$ cat src/rtl/mdu_pkg.sv
// mdu_pkg: shared definitions for the iterative multiply/divide unit.
//   - op encodings (MULT/MULTU/DIV/DIVU) as presented on the op port
//   - FSM state encodings
//   - default operand width
//   - two's-complement negate helper at operand width
package mdu_pkg;

  localparam int MDU_WIDTH = 32;

  typedef enum logic [1:0] {
    OP_MULT  = 2'b00,
    OP_MULTU = 2'b01,
    OP_DIV   = 2'b10,
    OP_DIVU  = 2'b11
  } mdu_op_e;

  typedef enum logic [1:0] {
    S_IDLE = 2'b00,
    S_RUN  = 2'b01,
    S_FIN  = 2'b10
  } mdu_state_e;

  function automatic logic [MDU_WIDTH-1:0] twos_neg(input logic [MDU_WIDTH-1:0] x);
    return ~x + MDU_WIDTH'(1);
  endfunction

endpackage

$ cat src/rtl/mdu_iterative.sv
// mdu_iterative: multi-cycle multiply/divide unit holding the HI/LO registers.
// Signed operands are reduced to magnitudes on launch, the unsigned core runs
// one bit per cycle (shift-add multiply or restoring divide), and the sign
// correction is applied when HI/LO are written.
//
// Ports:
//   clk, rst        clock, asynchronous active-high reset
//   start, op       launch request (sampled in IDLE only) and operation code
//   rs_val, rt_val  multiplicand/dividend and multiplier/divisor
//   hi_we, lo_we    MTHI/MTLO strobes (IDLE only, lose to start)
//   wdata           MTHI/MTLO data
//   busy            operation in progress (pipeline stall)
//   done            one-cycle pulse when HI/LO take a new result
//   hi, lo          HI/LO registers
module mdu_iterative
  import mdu_pkg::*;
#(
  parameter int WIDTH = MDU_WIDTH,  // must equal MDU_WIDTH (negate helper width)
  parameter int CNT_W = 6
) (
  input  logic             clk,
  input  logic             rst,
  input  logic             start,
  input  logic [1:0]       op,
  input  logic [WIDTH-1:0] rs_val,
  input  logic [WIDTH-1:0] rt_val,
  input  logic             hi_we,
  input  logic             lo_we,
  input  logic [WIDTH-1:0] wdata,
  output logic             busy,
  output logic             done,
  output logic [WIDTH-1:0] hi,
  output logic [WIDTH-1:0] lo
);

  localparam int DW = 2 * WIDTH;

  mdu_state_e       state_reg;
  mdu_op_e          op_reg;
  logic [CNT_W-1:0] cnt_reg;
  logic [DW-1:0]    acc_reg;    // product being built
  logic [WIDTH-1:0] rem_reg;    // partial remainder (always below the divisor)
  logic [WIDTH-1:0] opa_reg;    // |multiplicand| or dividend/quotient shift register
  logic [WIDTH-1:0] opb_reg;    // |multiplier| (shifted out) or |divisor| (held)
  logic             neg_q_reg;  // product/quotient must be negated
  logic             neg_r_reg;  // remainder must be negated (dividend sign)

  // Launch-time operand conditioning
  logic in_signed, sa, sb;
  always_comb begin
    in_signed = (op == OP_MULT) || (op == OP_DIV);
    sa        = in_signed & rs_val[WIDTH-1];
    sb        = in_signed & rt_val[WIDTH-1];
  end

  // One iteration of each datapath
  logic             is_div;
  logic [WIDTH:0]   mul_sum;
  logic [WIDTH:0]   div_shift;  // 33-bit trial remainder
  logic [WIDTH-1:0] div_diff;
  logic             div_ge;
  always_comb begin
    is_div    = (op_reg == OP_DIV) || (op_reg == OP_DIVU);
    mul_sum   = {1'b0, acc_reg[DW-1:WIDTH]} + {1'b0, (opb_reg[0] ? opa_reg : '0)};
    div_shift = {rem_reg, opa_reg[WIDTH-1]};
    div_ge    = (div_shift >= {1'b0, opb_reg});
    // Only used when div_ge, so the true difference fits in WIDTH bits.
    div_diff  = div_shift[WIDTH-1:0] - opb_reg;
  end

  // Sign correction for the final write
  logic [WIDTH-1:0] fin_hi, fin_lo;
  logic [DW-1:0]    prod_neg;
  always_comb begin
    // -{H,L} = {-H - (L != 0), -L}
    prod_neg = {twos_neg(acc_reg[DW-1:WIDTH]) - WIDTH'(acc_reg[WIDTH-1:0] != '0),
                twos_neg(acc_reg[WIDTH-1:0])};
    if (is_div) begin
      // Divide by zero: quotient all ones, remainder is the dividend (the
      // restoring loop already leaves |dividend| in rem_reg).
      fin_lo = (opb_reg == '0) ? '1 : (neg_q_reg ? twos_neg(opa_reg) : opa_reg);
      fin_hi = neg_r_reg ? twos_neg(rem_reg) : rem_reg;
    end else begin
      fin_hi = neg_q_reg ? prod_neg[DW-1:WIDTH] : acc_reg[DW-1:WIDTH];
      fin_lo = neg_q_reg ? prod_neg[WIDTH-1:0]  : acc_reg[WIDTH-1:0];
    end
  end

  always_ff @(posedge clk or posedge rst) begin
    if (rst) begin
      state_reg <= S_IDLE;
      op_reg    <= OP_MULT;
      cnt_reg   <= '0;
      acc_reg   <= '0;
      rem_reg   <= '0;
      opa_reg   <= '0;
      opb_reg   <= '0;
      neg_q_reg <= 1'b0;
      neg_r_reg <= 1'b0;
      busy      <= 1'b0;
      done      <= 1'b0;
      hi        <= '0;
      lo        <= '0;
    end else begin
      done <= 1'b0;
      case (state_reg)
        S_IDLE: begin
          if (start) begin
            op_reg    <= mdu_op_e'(op);
            opa_reg   <= sa ? twos_neg(rs_val) : rs_val;
            opb_reg   <= sb ? twos_neg(rt_val) : rt_val;
            neg_q_reg <= sa ^ sb;
            neg_r_reg <= sa;
            acc_reg   <= '0;
            rem_reg   <= '0;
            cnt_reg   <= '0;
            busy      <= 1'b1;
            state_reg <= S_RUN;
          end else begin
            if (hi_we) hi <= wdata;
            if (lo_we) lo <= wdata;
          end
        end
        S_RUN: begin
          if (is_div) begin
            rem_reg <= div_ge ? div_diff : div_shift[WIDTH-1:0];
            opa_reg <= {opa_reg[WIDTH-2:0], div_ge};
          end else begin
            acc_reg <= {mul_sum, acc_reg[WIDTH-1:1]};
            opb_reg <= opb_reg >> 1;
          end
          cnt_reg <= cnt_reg + CNT_W'(1);
          if (cnt_reg == CNT_W'(WIDTH - 1)) state_reg <= S_FIN;
        end
        S_FIN: begin
          hi        <= fin_hi;
          lo        <= fin_lo;
          done      <= 1'b1;
          busy      <= 1'b0;
          state_reg <= S_IDLE;
        end
        default: state_reg <= S_IDLE;
      endcase
    end
  end

endmodule

$ cat config.mk
export PLATFORM = sky130hd
export DESIGN_NAME = mdu_iterative
export DESIGN_NICKNAME = d
export VERILOG_FILES = /design/src/rtl/mdu_pkg.sv /design/src/rtl/mdu_iterative.sv
export SDC_FILE = /design/constraint.sdc
export NUM_CORES = 1
export LEC_CHECK = 0
export BUFFER_PORTS_ARGS = -buffer_cell sky130_fd_sc_hd__buf_2
export CAP_MARGIN = 20
export CORE_ASPECT_RATIO = 1.75
export CORE_MARGIN = 3
export CORE_UTILIZATION = 25
export CTS_BUF_LIST = sky130_fd_sc_hd__clkbuf_4 sky130_fd_sc_hd__clkbuf_8
export CTS_CLUSTER_SIZE = 10
export DETAILED_ROUTE_END_ITERATION = 7
export PLACE_DENSITY_LB_ADDON = 0.08
export SLEW_MARGIN = 15
export SYNTH_ARGS = -nofsm -noshare
export SYNTH_HDL_FRONTEND = slang
export SYNTH_SLANG_ARGS = --single-unit
$ cat constraint.sdc
create_clock -name clk -period 16.84 [get_ports clk]
set_clock_uncertainty 0.2 [all_clocks]
set_input_delay 1.684 -clock clk [delete_from_list [all_inputs] [get_ports clk]]
set_output_delay 1.684 -clock clk [all_outputs]
set_load 0.02 [all_outputs]
==> summary.md, run 1 <==
| Metric | Value |
|---|---|
| Path class of the lowest-slack min-delay path | flop to flop |
| Leakage power summed over all cells | 9.45 nW |
| Worst-case vdd ir drop | slightly above 0.00007 V |
| Unrepaired setup endpoints after global routing | no |
| Number of cells upsized or downsized after cts | 0 |
| Mean number of vias per cell | roughly 5.2 |
| Areal power density over the cells | between 200 and 250 mW/mm^2 |
| Net count, final | between 2,000 and 3,000 |
| Die span in x | about 220 um |
| Number of endpoints failing setup at the final stage | 0 |
| Share of the clock period used by the worst path | 0.358 |
| Synth unique cells | 78 |
| Yosys warns | 0 |
| Total number of placement rows | between 100 and 150 |
| Max-cap viol count | 0 |
| Remaining global-route overflow | 0 |
| Maximum number of pins on one net before global-route repair | roughly 150 |
| Share of synthesized area occupied by flip-flops and latches | 0.309 |
| Pre-antenna DRT Iters | 5 |
| # fillers | approximately 8,300 |
| Data required, critical path | 17.20 ns |
| Vertical extent of the die | around 370 um |
| Clk pin slew, worst setup/hold paths | around 0.06 ns |
| Synthesized Nets | about 2,600 |
| Final Routed Wirelength | approximately 84,000 um |
| HPWL after DPL | 66,500 um |
| Overall global routing resource usage | 0.206 |
| RePlAce Congestion | approximately 0.9 |
| Number of register bits inferred by synthesis | approximately 240 |
| Maximum fanout encountered on the critical timing path | 7 |
| Setup Crit Path Kind | flop to flop |
| Clock tree from TritonCTS | yes |
| Setup slack after layout | between 10 and 15 ns |
| Number of hold buffers added after cts | 0 |
| Synthesized area per cell | between 7 and 8 um^2 |
| Element type at the critical path end | flop |
| Most used cell along the critical path | sky130_fd_sc_hd__o21ai_0 |
| Initial antenna violation count | 8 |
| Synthesized area | around 0.019 mm^2 |
| I/O pin total | ~170 |
| Crit-path slowest cell | sky130_fd_sc_hd__o21ai_0 |
| Core Box Area | 0.0756 mm^2 |
| Nature of the critical path startpoint | flop |
| Arrival time at the worst endpoint | 6.39 ns |
| Setup TNS | 0 ns |
| Max-slew violation total from the final report | 0 |
| Delay of the slowest cell on the worst path | 0.66 ns |
| Wire length of the first global-routing pass | 123,000 um |
| Vias in the first global route | about 19,000 |
| Outcome | completed |
| Starting density of the core | 0.254 |
| Starting DRT DRC Count | 1,077 |
| Slew @ Worst Pin | between 1 and 1.5 ns |
| Number of buffers inserted during clock tree synthesis | 46 |
| Most used flip-flop cell after synthesis | sky130_fd_sc_hd__dfrtp_1 |
| Master cell of the clock root buffer | sky130_fd_sc_hd__clkbuf_8 |
| H-tree lvl count | 2 |
| Fin crit period | ~6 ns |
| Area growth from synthesis to layout | 14.8% |
| Fraction of registers with async set/reset | 1.00 |
| Final Hold Viols | 0 |
| Total Die Area | 0.0802 mm^2 |
| Port-buffer cells | ~170 |
| Normalized max-slew margin | 0.218 |
| Post-CTS Setup Inserts | 0 |
| Cells after Synth | 2,426 |
| Remaining antenna violation count | 0 |
| Routed wire per std cell | approximately 24 um |
| Number of design rule violations left after detail routing | 0 |
| Source-to-sink clock delay at the later pin of the worst-skew pair | between 0.6 and 0.7 ns |
| Fraction of layout instances using a drive strength above 1 | 0.120 |
| Maximum clock rate | 166 MHz |
| Count of flip-flops with a built-in enable after synthesis | 0 |
| Chain of cells forming the critical path | or4_1, nor4_2, or3b_2, or4_1, nor4_1, ha_1, ha_1, a211oi_1, o21ai_0, nand2b_1, inv_1, o21ai_0, a2111o_1, mux2_2, a211oi_1, a21oi_1, o21ai_0 |
| CTS Sinks | between 200 and 250 |
| Via count of the routed design | roughly 19,000 |
| Dpl ws | around 11 ns |
| Flip-flop count of the largest register, all copies and words added | 64 |
| Clk buf depth | 3 |
-- critical path, delay by kind of cell (launching register included) --
family / cells / cell delay (ns)
adder cells (fa/ha/maj): 2 / 0.38
buffers and inverters: 1 / 0.12
AO/OA/AOI/OAI: 7 / 1.84
flip-flops: 1 / 0.46
multiplexers: 1 / 0.27
AND/OR/NAND/NOR: 6 / 2.64
-- cell families after synthesis --
group,Yosys count,share of synthesized area
compound gates,875,0.285
simple gates,735,0.178
buf+inv,233,0.0457
flops,237,0.309
fa+ha+maj,108,0.0713
xor+xnor,219,0.100
mux,19,0.0101
-- stage by stage --
step / hold slack (ns) / cells / power [mW] / utilization / area (um^2)
2_1_floorplan: 0.255 / 2426 / 3.04 / - / 19200
3_3_place_gp: 0.262 / 3489 / 3.95 / 0.278 / 21000
3_5_place_dp: 0.267 / 3489 / 3.94 / 0.278 / 21000
4_1_cts: 0.280 / 3571 / 4.64 / 0.291 / 22000
5_1_grt: 0.297 / 3573 / 4.98 / 0.291 / 22000
6_report: 0.274 / 3575 / 4.59 / 0.291 / 22000
-- Yosys cell counts, drive strengths merged, types with 24 or more instances --
library cell / count / area, um^2
and2: 36 / 225
xor2: 81 / 709
clkbuf: 117 / 439
dfrtp: 237 / 5930
nor3: 42 / 210
a22o: 62 / 543
a211oi: 42 / 315
inv: 96 / 360
o21ai: 259 / 1300
nor4: 25 / 163
nor2: 196 / 736
ha: 106 / 1330
o31ai: 41 / 327
o22ai: 26 / 163
nand2b: 24 / 150
xnor2: 138 / 1210
nand2: 277 / 1040
a21o: 37 / 278
nand3: 29 / 145
a21oi: 247 / 1240
-- area by class of cell --
type / count / area (um^2) / share of cell area
Antenna cell: 4 / 10.0 / 0.000455
Clock buffer: 71 / 896 / 0.0407
Clock inverter: 11 / 113 / 0.00512
Inverter: 96 / 368 / 0.0167
Multi-Input combinational cell: 1956 / 12400 / 0.564
Sequential cell: 237 / 5940 / 0.270
Tap cell: 1012 / 1270 / 0.0575
Timing Repair Buffer: 188 / 1000 / 0.0456
-- layer usage --
| layer | GRT usage | up-vias | share of wire |
|---|---|---|---|
| met5 | 0 | - | 0.00053 |
| met2 | 0.400 | 455 | 0.54 |
| met4 | 0.0976 | 6 | 0.053 |
| met3 | 0.0264 | 139 | 0.036 |
| li1 | - | 8979 | - |
| met1 | 0.217 | 8934 | 0.37 |
-- cells in the final DEF, fill, tap and decap left out, types with 21 or more instances in the layout --
master | Yosys | final
sky130_fd_sc_hd__nand2_1 | 277 | 277
sky130_fd_sc_hd__a31oi_1 | 21 | 21
sky130_fd_sc_hd__inv_1 | 96 | 95
sky130_fd_sc_hd__xor2_1 | 81 | 81
sky130_fd_sc_hd__a21oi_1 | 247 | 247
sky130_fd_sc_hd__a211oi_1 | 42 | 42
sky130_fd_sc_hd__nand2b_1 | 24 | 23
sky130_fd_sc_hd__dfrtp_1 | 237 | 235
sky130_fd_sc_hd__o21ai_0 | 254 | 253
sky130_fd_sc_hd__or3_1 | 21 | 21
sky130_fd_sc_hd__o31ai_1 | 39 | 39
sky130_fd_sc_hd__o22ai_1 | 26 | 26
sky130_fd_sc_hd__nor4_1 | 24 | 24
sky130_fd_sc_hd__xnor2_1 | 138 | 138
sky130_fd_sc_hd__a21o_1 | 37 | 36
sky130_fd_sc_hd__clkbuf_8 | 0 | 58
sky130_fd_sc_hd__ha_1 | 106 | 106
sky130_fd_sc_hd__a22o_1 | 62 | 62
sky130_fd_sc_hd__and2_1 | 35 | 35
sky130_fd_sc_hd__buf_2 | 1 | 168
sky130_fd_sc_hd__nand3_1 | 29 | 29
sky130_fd_sc_hd__nor2_1 | 196 | 194
sky130_fd_sc_hd__nor3_1 | 42 | 42
-- report_power, final --
group	switching [mW]	leakage, nW	internal, mW	total [mW]
clock	0.297	0.542	0.369	0.666
sequential	0.353	3.01	0.775	1.13
combinational	1.69	5.90	1.10	2.79
total	2.34	9.45	2.25	4.59
-- final timing paths --
| path | startpoint | cells past startpoint | endpoint | slack, ns |
|---|---|---|---|---|
| max reg2reg | acc_reg[8] | 17 | hi[24] | 10.81 |
| max | acc_reg[8] | 17 | hi[24] | 10.81 |
| min reg2reg | lo[9] | 2 | lo[9] | 0.27 |
| min in group asynchronous | rst | 2 | acc_reg[7] | 0.92 |
| max in group asynchronous | rst | 3 | rem_reg[25] | 14.09 |
| min | lo[9] | 2 | lo[9] | 0.27 |
No activity file was read; power rests on OpenSTA's default activity.
==> run 2: changes to the inputs <==
==> constraint.sdc (replaced) <==
create_clock -name clk -period 5.17 [get_ports clk]
set_clock_uncertainty 0.2 [all_clocks]
set_input_delay 0.517 -clock clk [delete_from_list [all_inputs] [get_ports clk]]
set_output_delay 0.517 -clock clk [all_outputs]
set_load 0.02 [all_outputs]
==> summary.md, run 2 (same netlist as run 1, synthesis figures left out) <==
| Metric | Value |
|---|---|
| Worst-case vdd ir drop | 0.000195 V (+170%) |
| Element type at the critical path end | flop |
| Count of placed standard cells in the final layout, fillers left out | 3,645 (+2.0%) |
| Fraction of layout instances using a drive strength above 1 | 0.137 (+0.0176) |
| Delay of the slowest cell on the worst path | 0.57 ns (-0.09 ns) |
| Worst setup path start | acc_reg[10] |
| Non-Filler Cell Area, Final | 0.0227 mm^2 (+3.1%) |
| Fin crit period | 4.93 ns (-1.10 ns) |
| Area growth from synthesis to layout | 18.4% |
| Reg-to-Reg Start | acc_reg[10] |
| Data required, critical path | 5.56 ns (-11.64 ns) |
| HPWL after DPL | 67,300 um (+1.1%) |
| Port-buffer cells | 168 (unchanged) |
| Die span in x | 215 um (unchanged) |
| Remaining global-route overflow | 0 (unchanged) |
| Flip-flop count of the largest register, all copies and words added | 64 (unchanged) |
| End of the worst register-to-register path | hi[31] |
| Area after DPL | 0.0213 mm^2 (+1.5%) |
| Starting DRT DRC Count | 1,013 (-5.9%) |
| Maximum clock rate | 203 MHz (+22%) |
| Total Die Area | 0.0802 mm^2 (unchanged) |
| Remaining antenna violation count | 0 (unchanged) |
| Number of design rule violations left after detail routing | 0 (unchanged) |
| Final Routed Wirelength | 84,900 um (+0.79%) |
| Clk pin slew, worst setup/hold paths | 0.07 ns (about the same) |
| Number of buffers inserted during clock tree synthesis | 45 (-2.2%) |
| Clk buf depth | 3 (unchanged) |
| Initial antenna violation count | 3 (-5) |
| Maximum number of pins on one net before global-route repair | 143 (-3.4%) |
| Max-cap viol count | 0 (unchanged) |
| Path class of the lowest-slack min-delay path | input pin to flop |
| Number of instances in the placed design | 3,532 (+1.2%) |
| Max-slew violation total from the final report | 0 (unchanged) |
| Wire length of the first global-routing pass | 126,000 um (+2.3%) |
| RePlAce Congestion | 0.870 (-3.2%) |
| Crit-path slowest cell | sky130_fd_sc_hd__or4_4 |
| Reg-to-reg slack, setup | 0.24 ns (-10.57 ns) |
| Commonest cells after routing, fill and taps aside | 277 x sky130_fd_sc_hd__nand2_1, 246 x sky130_fd_sc_hd__a21oi_1, 245 x sky130_fd_sc_hd__o21ai_0, 235 x sky130_fd_sc_hd__dfrtp_1, 194 x sky130_fd_sc_hd__nor2_1 |
| Setup TNS | 0 ns (unchanged) |
| Vertical extent of the die | 372 um (unchanged) |
| Pre-antenna DRT Iters | 5 (unchanged) |
| Number of endpoints failing setup at the final stage | 0 (unchanged) |
| Final Hold Viols | 0 (unchanged) |
| Core Box Area | 0.0756 mm^2 (unchanged) |
| Vias in the first global route | 19,000 (+2.4%) |
| Dpl ws | -0.469 ns (-11.30 ns) |
| Clock tree from TritonCTS | yes |
| Normalized max-slew margin | 0.355 (+0.137) |
| Critical path capture point | hi[31] |
| Mean number of vias per cell | 5.13 (-0.97%) |
| # fillers | 8,323 (-0.024%) |
| Source-to-sink clock delay at the later pin of the worst-skew pair | 0.68 ns (about the same) |
| Unrepaired setup endpoints after global routing | no |
| Routed wire per std cell | 23.3 um (-1.1%) |
| Leakage power summed over all cells | 9.80 nW (+3.6%) |
| Commonest non-fill, non-tap cell in the layout | sky130_fd_sc_hd__nand2_1 |
| Chain of cells forming the critical path | or4_4, nor4_4, or3b_4, or4_4, nor4_4, ha_2, ha_2, inv_1, ha_1, or2_2, a21oi_4, o21ai_2, a21boi_2, o21ai_1, buf_4, a21o_1, nand2_1, o21a_1, o211ai_1, a211oi_2 |
| CTS Sinks | 237 (unchanged) |
| Nature of the critical path startpoint | flop |
| Count of cells along the worst register-to-register path | 20 (+3) |
| Share of the clock period used by the worst path | 0.954 (+0.596) |
| Setup slack after layout | 0.240 ns (-10.57 ns) |
| Areal power density over the cells | 678 mW/mm^2 (+230%) |
| Total number of placement rows | 133 (unchanged) |
| Master cell of the clock root buffer | sky130_fd_sc_hd__clkbuf_8 |
| I/O pin total | 169 (unchanged) |
| Overall global routing resource usage | 0.208 (+0.00236) |
| Outcome | completed |
| Net count, final | 2,808 (+2.6%) |
| H-tree lvl count | 2 (unchanged) |
| Via count of the routed design | 18,700 (+0.97%) |
| Slew @ Worst Pin | 0.968 ns (-0.190 ns) |
| Setup Crit Path Kind | flop to flop |
| Maximum fanout encountered on the critical timing path | 3 (-4) |
| Hold path startpoint | wdata[9] |
| Starting density of the core | 0.254 (unchanged) |
| Arrival time at the worst endpoint | 5.32 ns (-1.07 ns) |
-- run 2: changes by cell type in the layout (fill, tap and decap cells not counted), sizes merged --
cell / before / now
buf: 188 / 232
dlygate4sd3: 0 / 29
clkinvlp: 0 / 1
bufinv: 2 / 1
clkbuf: 71 / 70
clkinv: 7 / 8
inv: 98 / 97
diode: 4 / 2
-- run 2: final cells by class --
| cell class | count | area [um^2] | share of cell area |
|---|---|---|---|
| antenna | 2 | 5.00 | 0.000221 |
| sequential | 237 | 5940 | 0.262 |
| timing repair buffer | 261 | 1620 | 0.0716 |
| inverter | 96 | 364 | 0.0160 |
| tap | 1012 | 1270 | 0.0558 |
| multi-input combinational | 1956 | 12500 | 0.551 |
| clock inverter | 11 | 90.1 | 0.00397 |
| clock buffer | 70 | 907 | 0.0400 |
-- run 2: per-stage QoR --
step / total power, mW / hold WS, ns / util
2_1_floorplan: 9.90 / 0.255 / -
3_3_place_gp: 13.2 / 0.262 / 0.282
3_5_place_dp: 13.1 / 0.265 / 0.282
4_1_cts: 15.5 / 0.000856 / 0.300
5_1_grt: 16.7 / 0.0356 / 0.300
6_report: 15.4 / 0.0429 / 0.300
-- run 2: metal layers --
layer,GRT usage,vias to the layer above,wire length (um)
li1,-,9120,-
met4,0.0721,2,3210
met5,0,-,13
met1,0.227,9077,32500
met3,0.0249,102,2770
met2,0.411,392,46400
-- run 2: what timing repair did --
action,4_1_cts,5_1_grt
setup endpoints to repair,12,14
hold buffers,29,0
setup buffers,1,0
pin swaps,8,6
hold endpoints to repair,67,0
gates resized for setup,16,9
-- run 2: how the worst min path moves through the flow --
stage | endpoint | slack (ns) | depth (start not counted)
finish | hi[9] | 0.04 | 3
floorplan | state_reg[1] | 0.25 | 1
global route | hi[10] | 0.04 | 3
global placement | lo[22] | 0.26 | 2
CTS | hi[9] | 0.0009 | 3
detailed placement | lo[15] | 0.27 | 2
-- run 2: worst max-delay path, delay by kind of cell (launching register included) --
family	cells	cell delay [ns]
simple gates	7	2.33
compound gates	8	1.16
fa+ha+maj	3	0.58
flops	1	0.37
buf+inv	2	0.21
-- run 2: where the power goes --
| group | switching, mW | internal [mW] | leakage [nW] |
|---|---|---|---|
| Clock | 0.957 | 1.17 | 0.536 |
| Combinational | 5.70 | 3.90 | 6.25 |
| Sequential | 1.12 | 2.52 | 3.01 |
| Total | 7.78 | 7.59 | 9.80 |
==> run 3: changes to the inputs <==
--- a/config.mk
+++ b/config.mk
@@ -7,6 +7,8 @@
 export LEC_CHECK = 0
 export BUFFER_PORTS_ARGS = -buffer_cell sky130_fd_sc_hd__buf_2
 export CAP_MARGIN = 20
+export CELL_PAD_IN_SITES_DETAIL_PLACEMENT = 1
+export CELL_PAD_IN_SITES_GLOBAL_PLACEMENT = 1
 export CORE_ASPECT_RATIO = 1.75
 export CORE_MARGIN = 3
 export CORE_UTILIZATION = 25
==> summary.md, run 3 (same netlist as run 1, synthesis figures left out) <==
| Metric | Value |
|---|---|
| CP top delay family | simple AND/OR/NAND/NOR gates |
| Area growth from synthesis to layout | 19.2% |
| Source-to-sink clock delay at the later pin of the worst-skew pair | 0.68 ns (about the same) |
| Hold-critical path depth | 3 (unchanged) |
| Fin crit period | 4.89 ns (-0.0359 ns) |
| Setup Crit Path Kind | flop to flop |
| # fillers | 9,128 (+9.7%) |
| Vias in the first global route | 20,500 (+7.6%) |
| Clk pin slew, worst setup/hold paths | 0.06 ns (about the same) |
| Utilization after layout | 0.302 (+0.00197) |
| Clk buf depth | 3 (unchanged) |
| Setup slack after layout | 0.276 ns (+0.0359 ns) |
| Overall global routing resource usage | 0.221 (+0.0134) |
| Commonest non-fill, non-tap cell in the layout | sky130_fd_sc_hd__nand2_1 |
| Maximum number of pins on one net before global-route repair | 107 (-25%) |
| Fraction of layout instances using a drive strength above 1 | 0.140 (+0.00279) |
| Total Die Area | 0.0802 mm^2 (unchanged) |
| Core Box Area | 0.0756 mm^2 (unchanged) |
| Leakage power summed over all cells | 9.87 nW (+0.77%) |
| Max-cap viol count | 0 (unchanged) |
| Number of instances in the placed design | 3,541 (+0.25%) |
| Non-Filler Cell Area, Final | 0.0228 mm^2 (+0.66%) |
| Master cell of the clock root buffer | sky130_fd_sc_hd__clkbuf_8 |
| Reg-to-Reg Start | acc_reg[8] |
| Mean number of vias per cell | 5.22 (+1.8%) |
| Remaining global-route overflow | 0 (unchanged) |
| Areal power density over the cells | 686 mW/mm^2 (+1.3%) |
| Share of the clock period used by the worst path | 0.947 (-0.00695) |
| Path class of the lowest-slack min-delay path | input pin to flop |
| Die span in x | 215 um (unchanged) |
| Data required, critical path | 5.54 ns (-0.02 ns) |
| Clock tree from TritonCTS | yes |
| Number of design rule violations left after detail routing | 0 (unchanged) |
| HPWL after DPL | 72,400 um (+7.6%) |
| Via count of the routed design | 19,100 (+2.4%) |
| Slew @ Worst Pin | 0.939 ns (-0.0288 ns) |
| Delay of the slowest cell on the worst path | 0.57 ns (about the same) |
| Routed wire per std cell | 24.6 um (+5.4%) |
| Setup TNS | 0 ns (unchanged) |
| RePlAce Congestion | 0.908 (+4.4%) |
| Nature of the critical path startpoint | flop |
| Crit-path slowest cell | sky130_fd_sc_hd__or4_4 |
| Pre-antenna DRT Iters | 5 (unchanged) |
| Net count, final | 2,827 (+0.68%) |
| Final Routed Wirelength | 90,100 um (+6.1%) |
| Combined area of the multi-input logic cells | 0.0125 mm^2 (about the same) |
| H-tree lvl count | 2 (unchanged) |
| Number of buffers inserted during clock tree synthesis | 47 (+4.4%) |
| Count of placed standard cells in the final layout, fillers left out | 3,667 (+0.60%) |
| Maximum clock rate | 204 MHz (+0.73%) |
| Worst hold path endpoint | hi[10] |
| Number of endpoints failing setup at the final stage | 0 (unchanged) |
| Reg-to-reg slack, setup | 0.28 ns (+0.04 ns) |
| Flip-flop count of the largest register, all copies and words added | 64 (unchanged) |
| Remaining antenna violation count | 0 (unchanged) |
| Chain of cells forming the critical path | or4_4, nor4_4, or3b_4, or4_4, nor4_4, ha_2, ha_2, inv_1, ha_1, or2_2, a21oi_4, o21ai_2, a21boi_2, o21ai_2, a21o_1, nand2_1, o21a_1, o211ai_1, a211oi_1 |
| I/O pin total | 169 (unchanged) |
| Worst-case vdd ir drop | 0.000174 V (-10%) |
| Arrival time at the worst endpoint | 5.26 ns (-0.06 ns) |
| Total power draw | 15.7 mW (+1.9%) |
| Max-slew violation total from the final report | 0 (unchanged) |
| Commonest cells after routing, fill and taps aside | 277 x sky130_fd_sc_hd__nand2_1, 246 x sky130_fd_sc_hd__a21oi_1, 244 x sky130_fd_sc_hd__o21ai_0, 235 x sky130_fd_sc_hd__dfrtp_1, 194 x sky130_fd_sc_hd__nor2_1 |
| Port-buffer cells | 168 (unchanged) |
| Sequential cell area | 0.00594 mm^2 (unchanged) |
| Final-layout worst hold slack | 0.0646 ns (+0.0217 ns) |
| End of the worst register-to-register path | hi[31] |
| Normalized max-slew margin | 0.374 (+0.0192) |
| CTS Sinks | 237 (unchanged) |
| Area after DPL | 0.0214 mm^2 (+0.38%) |
| Total number of placement rows | 133 (unchanged) |
| Worst Path Buf+Inv | 1 (-1) |
| Initial antenna violation count | 7 (+4) |
| Final Hold Viols | 0 (unchanged) |
| Vertical extent of the die | 372 um (unchanged) |
| Unrepaired setup endpoints after global routing | no |
| Starting DRT DRC Count | 880 (-13%) |
| Outcome | completed |
| Wire length of the first global-routing pass | 134,000 um (+6.4%) |
| Post-CTS Setup Inserts | 0 (-1) |
| Count of cells along the worst register-to-register path | 19 (-5.0%) |
| Dpl ws | -0.483 ns (-0.0145 ns) |
| Starting density of the core | 0.254 (unchanged) |
| Hold path startpoint | wdata[10] |
| Maximum fanout encountered on the critical timing path | 3 (unchanged) |
| Element type at the critical path end | flop |
[run 3: area by class of cell]
cell class / count / share of cell area
Inverter: 96 / 0.0159
Tap cell: 1012 / 0.0554
Sequential cell: 237 / 0.260
Antenna cell: 5 / 0.000548
Timing Repair Buffer: 278 / 0.0782
Multi-Input combinational cell: 1956 / 0.547
Clock buffer: 67 / 0.0376
Clock inverter: 16 / 0.00526
[run 3: worst max-delay path by stage]
stage,slack [ns],cells after the start,to,from
6_report,0.28,19,hi[31],acc_reg[8]
2_1_floorplan,0.27,19,hi[31],acc_reg[8]
3_3_place_gp,-0.50,19,hi[31],acc_reg[8]
3_5_place_dp,-0.48,19,hi[31],acc_reg[8]
4_1_cts,-0.04,19,hi[31],acc_reg[8]
5_1_grt,0.03,19,hi[24],acc_reg[8]
[run 3: worst reg2reg max path, stage by stage (launching register included)]
cell                       delay [ns]
sky130_fd_sc_hd__dfrtp_1         0.37
sky130_fd_sc_hd__or4_4           0.57
sky130_fd_sc_hd__nor4_4          0.25
sky130_fd_sc_hd__or3b_4          0.43
sky130_fd_sc_hd__or4_4           0.47
sky130_fd_sc_hd__nor4_4          0.16
sky130_fd_sc_hd__ha_2            0.23
sky130_fd_sc_hd__ha_2            0.19
sky130_fd_sc_hd__inv_1           0.06
sky130_fd_sc_hd__ha_1            0.18
sky130_fd_sc_hd__or2_2           0.32
sky130_fd_sc_hd__a21oi_4         0.16
sky130_fd_sc_hd__o21ai_2         0.10
sky130_fd_sc_hd__a21boi_2        0.20
sky130_fd_sc_hd__o21ai_2         0.11
sky130_fd_sc_hd__a21o_1          0.20
sky130_fd_sc_hd__nand2_1         0.08
sky130_fd_sc_hd__o21a_1          0.17
sky130_fd_sc_hd__o211ai_1        0.12
sky130_fd_sc_hd__a211oi_1        0.24
[run 3: what timing repair did]
action                     4_1_cts  5_1_grt
pin swaps                        1        9
setup endpoints to repair       15       17
resized for setup               11       15
hold buffers                    38        0
hold endpoints to repair       214        0
[run 3: report_power, final]
group	internal, mW	switching (mW)	total [mW]
Clock	1.13	0.976	2.10
Combinational	3.97	5.85	9.82
Sequential	2.52	1.22	3.75
[run 3: per-layer routing]
| metal | vias up | global-route usage | share of wire |
|---|---|---|---|
| li1 | 9173 | - | - |
| met1 | 9503 | 0.232 | 0.38 |
| met2 | 334 | 0.441 | 0.55 |
| met3 | 133 | 0.0268 | 0.028 |
| met4 | 4 | 0.0922 | 0.046 |
| met5 | - | 0 | 0.00026 |
